===== config.mk =====
export PLATFORM = sky130hd
export DESIGN_NAME = issue_scheduler
export DESIGN_NICKNAME = d
export VERILOG_FILES = /design/src/rtl/sched_pkg.sv /design/src/rtl/sched_age_matrix.sv /design/src/rtl/issue_scheduler.sv
export SDC_FILE = /design/constraint.sdc
export NUM_CORES = 1
export LEC_CHECK = 0
export CAP_MARGIN = 20
export CELL_PAD_IN_SITES_DETAIL_PLACEMENT = 1
export CELL_PAD_IN_SITES_GLOBAL_PLACEMENT = 2
export CORE_AREA = 4 4 280 282
export CTS_CLUSTER_DIAMETER = 30
export CTS_CLUSTER_SIZE = 24
export DETAILED_ROUTE_END_ITERATION = 7
export DIE_AREA = 0 0 284 286
export GPL_TIMING_DRIVEN = 0
export PLACE_DENSITY_LB_ADDON = 0.1
export RECOVER_POWER = 25
export SYNTH_ARGS = -nofsm -noshare
export SYNTH_HDL_FRONTEND = slang
export SYNTH_SLANG_ARGS = --single-unit

===== constraint.sdc =====
create_clock -name clk -period 39.9 [get_ports clk]
set_input_delay 5.985 -clock clk [delete_from_list [all_inputs] [get_ports clk]]
set_output_delay 5.985 -clock clk [all_outputs]
set_load 0.005 [all_outputs]

===== src/rtl/sched_pkg.sv =====
// Shared types and constants for the issue scheduler.
// Entry status flags, default tag width, zero-register tag.
package sched_pkg;

  localparam int SCHED_TAG_W = 6;

  localparam logic [SCHED_TAG_W-1:0] ZERO_TAG = '0;

  typedef struct packed {
    logic valid;
    logic src1_rdy;
    logic src2_rdy;
  } entry_st_t;

endpackage


===== src/rtl/sched_age_matrix.sv =====
// Age matrix: r_age[i][j]=1 means entry j is older than entry i.
// Grants the oldest requesting entry as a one-hot vector.
module sched_age_matrix
  import sched_pkg::*;
#(
  parameter int DEPTH = 8
) (
  input  logic             clk,
  input  logic             i_rst,
  input  logic [DEPTH-1:0] i_alloc_oh,
  input  logic [DEPTH-1:0] i_valid,
  input  logic [DEPTH-1:0] i_free,
  input  logic [DEPTH-1:0] i_req,
  output logic [DEPTH-1:0] o_gnt
);

  logic [DEPTH-1:0][DEPTH-1:0] r_age;

  // New entry is younger than every live one; freed columns drop out.
  always_ff @(posedge clk) begin
    if (i_rst) begin
      r_age <= '0;
    end else begin
      for (int i = 0; i < DEPTH; i++) begin
        for (int j = 0; j < DEPTH; j++) begin
          if (i_alloc_oh[i])
            r_age[i][j] <= i_valid[j] & ~i_free[j];
          else
            r_age[i][j] <= r_age[i][j] & ~i_free[j];
        end
      end
    end
  end

  // An entry wins when no older entry is also requesting.
  always_comb begin
    o_gnt = '0;
    for (int i = 0; i < DEPTH; i++)
      o_gnt[i] = i_req[i] & ~|(r_age[i] & i_req);
  end

endmodule


===== src/rtl/issue_scheduler.sv =====
// Out-of-order issue queue: wakeup, oldest-ready select, dequeue.
// ISSUE_SCHED_WAKE_BYPASS_EN: same-cycle wake counts toward eligibility.
module issue_scheduler
  import sched_pkg::*;
#(
  parameter int DEPTH     = 8,
  parameter int TAG_W     = SCHED_TAG_W,
  parameter int PAYLOAD_W = 96
) (
  input  logic                       clk,
  input  logic                       rst,
  input  logic                       alloc_valid,
  output logic                       alloc_ready,
  input  logic [TAG_W-1:0]           alloc_src1_tag,
  input  logic                       alloc_src1_rdy,
  input  logic [TAG_W-1:0]           alloc_src2_tag,
  input  logic                       alloc_src2_rdy,
  input  logic [PAYLOAD_W-1:0]       alloc_payload,
  input  logic                       wake_valid,
  input  logic [TAG_W-1:0]           wake_tag,
  input  logic                       stall,
  input  logic                       flush,
  output logic                       issue_valid,
  output logic [PAYLOAD_W-1:0]       issue_payload,
  output logic [TAG_W-1:0]           issue_src1_tag,
  output logic [TAG_W-1:0]           issue_src2_tag,
  output logic [$clog2(DEPTH):0]     occupancy
);

  localparam int OW = $clog2(DEPTH) + 1;
  localparam logic [OW-1:0] FULL = OW'(DEPTH);
  localparam logic [TAG_W-1:0] ZTAG = TAG_W'(ZERO_TAG);

  entry_st_t            r_st   [DEPTH];
  logic [TAG_W-1:0]     r_tag1 [DEPTH];
  logic [TAG_W-1:0]     r_tag2 [DEPTH];
  logic [PAYLOAD_W-1:0] r_pay  [DEPTH];
  logic [OW-1:0]        r_occ;

  logic [DEPTH-1:0] w_valid, w_wake1, w_wake2;
  logic [DEPTH-1:0] w_elig, w_gnt, w_deq_oh;
  logic [DEPTH-1:0] w_free_oh, w_alloc_oh, w_age_free;
  logic             w_alloc_fire, w_a1, w_a2;

  assign alloc_ready  = (r_occ != FULL);
  assign w_alloc_fire = alloc_valid && alloc_ready && !flush;
  assign w_a1 = alloc_src1_rdy || (alloc_src1_tag == ZTAG) ||
                (wake_valid && wake_tag == alloc_src1_tag);
  assign w_a2 = alloc_src2_rdy || (alloc_src2_tag == ZTAG) ||
                (wake_valid && wake_tag == alloc_src2_tag);

  // Per-entry wake matches and eligibility.
  always_comb begin
    for (int i = 0; i < DEPTH; i++) begin
      w_valid[i] = r_st[i].valid;
      w_wake1[i] = wake_valid && (wake_tag == r_tag1[i]);
      w_wake2[i] = wake_valid && (wake_tag == r_tag2[i]);
`ifdef ISSUE_SCHED_WAKE_BYPASS_EN
      w_elig[i]  = r_st[i].valid &&
                   (r_st[i].src1_rdy || w_wake1[i]) &&
                   (r_st[i].src2_rdy || w_wake2[i]);
`else
      w_elig[i]  = r_st[i].valid &&
                   r_st[i].src1_rdy && r_st[i].src2_rdy;
`endif
    end
  end

  // Lowest-index free slot.
  always_comb begin
    w_free_oh = '0;
    for (int i = DEPTH - 1; i >= 0; i--) begin
      if (!r_st[i].valid) begin
        w_free_oh    = '0;
        w_free_oh[i] = 1'b1;
      end
    end
  end

  assign w_alloc_oh = w_alloc_fire ? w_free_oh : '0;
  assign issue_valid = (|w_elig) && !flush && !rst;
  assign w_deq_oh   = (issue_valid && !stall) ? w_gnt : '0;
  assign w_age_free = flush ? '1 : w_deq_oh;

  sched_age_matrix #(.DEPTH(DEPTH)) u_age (
    .clk        (clk),
    .i_rst      (rst),
    .i_alloc_oh (w_alloc_oh),
    .i_valid    (w_valid),
    .i_free     (w_age_free),
    .i_req      (w_elig),
    .o_gnt      (w_gnt)
  );

  // Entry status: flush/reset clear, alloc, dequeue, wakeup.
  always_ff @(posedge clk) begin
    if (rst || flush) begin
      for (int i = 0; i < DEPTH; i++) r_st[i] <= '0;
      r_occ <= '0;
    end else begin
      for (int i = 0; i < DEPTH; i++) begin
        if (w_alloc_oh[i]) begin
          r_st[i] <= '{valid: 1'b1, src1_rdy: w_a1, src2_rdy: w_a2};
        end else if (w_deq_oh[i]) begin
          r_st[i] <= '0;
        end else if (r_st[i].valid) begin
          r_st[i].src1_rdy <= r_st[i].src1_rdy | w_wake1[i];
          r_st[i].src2_rdy <= r_st[i].src2_rdy | w_wake2[i];
        end
      end
      r_occ <= r_occ + OW'(w_alloc_fire) - OW'(|w_deq_oh);
    end
  end

  // Tag and payload storage, written only on allocation.
  always_ff @(posedge clk) begin
    for (int i = 0; i < DEPTH; i++) begin
      if (w_alloc_oh[i]) begin
        r_tag1[i] <= alloc_src1_tag;
        r_tag2[i] <= alloc_src2_tag;
        r_pay[i]  <= alloc_payload;
      end
    end
  end

  // One-hot read mux of the granted entry, zero when idle.
  always_comb begin
    issue_payload  = '0;
    issue_src1_tag = '0;
    issue_src2_tag = '0;
    for (int i = 0; i < DEPTH; i++) begin
      if (issue_valid && w_gnt[i]) begin
        issue_payload  = issue_payload  | r_pay[i];
        issue_src1_tag = issue_src1_tag | r_tag1[i];
        issue_src2_tag = issue_src2_tag | r_tag2[i];
      end
    end
  end

  assign occupancy = r_occ;

endmodule


==> impl_metrics.env <==
export IMPL_status="finished, final reports clean"
export IMPL_fin_skew_ns=0.0466
export IMPL_numPortBuffers=227
export IMPL_drt_total_wl_mm=127
export IMPL_ys_async_sr_fraction_pct=0
export IMPL_initial_core_util_pct=47.7
export IMPL_syn_area_sq_mm=0.0361
export IMPL_holdWs_ns=0.451
export IMPL_cts_htree_levels=4
export IMPL_report_final_setup_viol=0
export IMPL_hpwl_mm=78.6
export IMPL_clock_latency_ns=0.74
export IMPL_leakage_nw=14.5
export IMPL_postSynthAreaPerCell_sq_um=17.1
export IMPL_holdBufCountCts=0
export IMPL_cp_required_ns=33.91
export IMPL_r2r_cells=16
export IMPL_hold_class="reg2reg"
export IMPL_ys_seq_area_share_pct=77.7
export IMPL_wire_per_inst_um=34.2
export IMPL_cts_setup_buffers=0
export IMPL_place_gp_congestion=0.865
export IMPL_cts_path_max_buffers=3
export IMPL_cts_resized=0
export IMPL_holdPathStages=2
export IMPL_max_clock_freq_mhz=66.0
export IMPL_finalSetupTns_ns=0
export IMPL_core_sq_mm=0.0757
export IMPL_rsz0062_at_grt="false"
export IMPL_routed_via_density=6.42
export IMPL_drt_iter0_markers=2877
export IMPL_numClockSinks=956
export IMPL_synth_nets=2241
export IMPL_drc=0
export IMPL_ys_flop_type="edfxtp_1"
export IMPL_setup_worst_path_end_class="output pin"
export IMPL_die_area_sq_mm=0.0812
export IMPL_critPathArrivalTime_ns=9.16
export IMPL_tightestPinTransition_ns=1.24
export IMPL_post_route_period_util_pct=38.0
export IMPL_antenna_found_initial=24
export IMPL_std_cell_rows=101
export IMPL_drive_gt1_share_pct=14.3
export IMPL_mostFrequentLayoutCells="888 x edfxtp_1, 435 x a22oi_1, 179 x clkbuf_16"
export IMPL_hold_viol_final=0
export IMPL_vdd_drop_max_mv=0.0382
export IMPL_synth_seq_cells=956
export IMPL_p_per_area_mw_per_mm2=58.0
export IMPL_grtUsageTotal_pct=30.8
export IMPL_synthCells=2113
export IMPL_worstSetupPathType="in2out"
export IMPL_grt_overflow=0
export IMPL_vias=23800
export IMPL_path_clk_slew_ns=0.04
export IMPL_io_pins=236
export IMPL_cap_viol_max_count=0
export IMPL_grt_max_degree=76
export IMPL_relSlewSlack_pct=17.0
export IMPL_grt_pass1_vias=24700
export IMPL_cp_start_kind="input pin"
export IMPL_ant_nets=0
export IMPL_dr_pass1_iters=5
export IMPL_crit_fanout=10
export IMPL_cts_root_buf="clkbuf_16"
export IMPL_ys_warn_count=0
export IMPL_die_w_um=284
export IMPL_finalNetCount=2700
export IMPL_period_minus_slack_ns=15.15
export IMPL_die_h_um=286
export IMPL_cts_tree="done"
export IMPL_layout_commonest_cell="edfxtp_1"
export IMPL_drv_slew=0
export IMPL_cts_made_buffers=175
export IMPL_syn2layout_area_growth_pct=29.8
export IMPL_synth_edf_count=888
export IMPL_grt_first_pass_wirelength_mm=179
export IMPL_ys_types=63
-- power breakdown --
| group | internal (mW) | switching (mW) | leakage, nW |
|---|---|---|---|
| Clock | 1.01 | 0.528 | 2.98 |
| Combinational | 0.0197 | 0.0441 | 2.86 |
| Sequential | 1.11 | 0.00516 | 8.62 |
| Total | 2.14 | 0.578 | 14.5 |
-- state kept, by name (all words and copies together), names as in the netlist --
signal / flops
r_st: 24
occupancy: 4
r_tag1: 48
r_pay: 768
u_age.r_age: 64
r_tag2: 48
-- cells by family after synthesis --
kind of cell / after synthesis / share of synthesized area (%)
simple gates: 213 / 3.27
buf+inv: 162 / 1.84
compound gates: 654 / 14.0
fa+ha+maj: 6 / 0.229
xor+xnor: 110 / 2.67
flops: 956 / 77.7
mux: 12 / 0.333
-- stage by stage --
| stage | total power [mW] | util [%] | instance area [sq um] | worst slack [ns] | std cells |
|---|---|---|---|---|---|
| after floorplan | 1.15 | - | 36100 | 21.43 | 2113 |
| after detailed placement | 1.20 | 53.5 | 40500 | 24.89 | 3370 |
| after global placement | 1.19 | 52.3 | 39600 | 8.09 | 3318 |
| after CTS | 2.72 | 61.8 | 46800 | 24.89 | 3694 |
| final | 2.71 | 61.9 | 46800 | 24.75 | 3706 |
| after global routing | 2.78 | 61.8 | 46800 | 24.66 | 3700 |
-- layer usage --
| metal | wire [um] | vias up | global-route usage, % |
|---|---|---|---|
| li1 | - | 9776 | - |
| met1 | 49600 | 12300 | 39.9 |
| met2 | 60300 | 1369 | 49.8 |
| met3 | 11600 | 298 | 8.59 |
| met4 | 5150 | 16 | 12.4 |
| met5 | 94 | - | 0 |
-- Yosys cell counts, types with 4 or more instances --
master,number,area share (%)
a41oi_1,108,2.6
nor3_1,13,0.18
nor2_1,34,0.35
clkbuf_1,89,0.93
nand3_1,5,0.069
nand3b_1,4,0.083
dfxtp_1,68,3.8
a22oi_1,435,9.0
o21a_1,27,0.56
a22o_1,11,0.27
nand4_1,45,0.78
ha_1,5,0.17
nor3b_1,4,0.083
xnor2_1,42,1.0
a32o_1,6,0.17
a21oi_1,26,0.36
edfxtp_1,888,74
and2_1,5,0.087
xor2_1,68,1.7
o211ai_1,4,0.083
o21ai_0,4,0.055
a41o_1,6,0.17
and4b_1,5,0.14
nand2_1,43,0.45
buf_1,33,0.34
mux2i_1,12,0.33
and3_1,12,0.21
nand2b_1,8,0.14
buf_2,23,0.32
nor4_1,15,0.26
inv_1,11,0.11
nor2b_1,5,0.087
-- critical path: stages --
cell and delay (ns):
clkdlybuf4s50_1 0.49, nor2_1 0.32, o21ai_2 0.41, buf_2 0.39, buf_2 0.28, a41oi_1 0.62
clkdlybuf4s50_1 0.65
-- worst paths after layout --
path	start	end	slack, ns
max	flush	issue_payload[89]	24.75
min	u_age.r_age[19]	u_age.r_age[19]	0.45
max reg2reg	r_st[0][4]	occupancy[2]	34.70
min reg2reg	u_age.r_age[19]	u_age.r_age[19]	0.45
-- final cells by class --
cell class              instances  area (sq um)
inverters                      13          68.8
clock buffers                 205          4610
clock inverters               119          1620
fillers                      6650         28900
multi-input cells             995          7430
plain buffers                 149           628
flip-flops and latches        956         28000
diodes                          9          22.5
repair buffers                282          3190
well taps                     978          1220
Power figures use the tool's default switching activity.
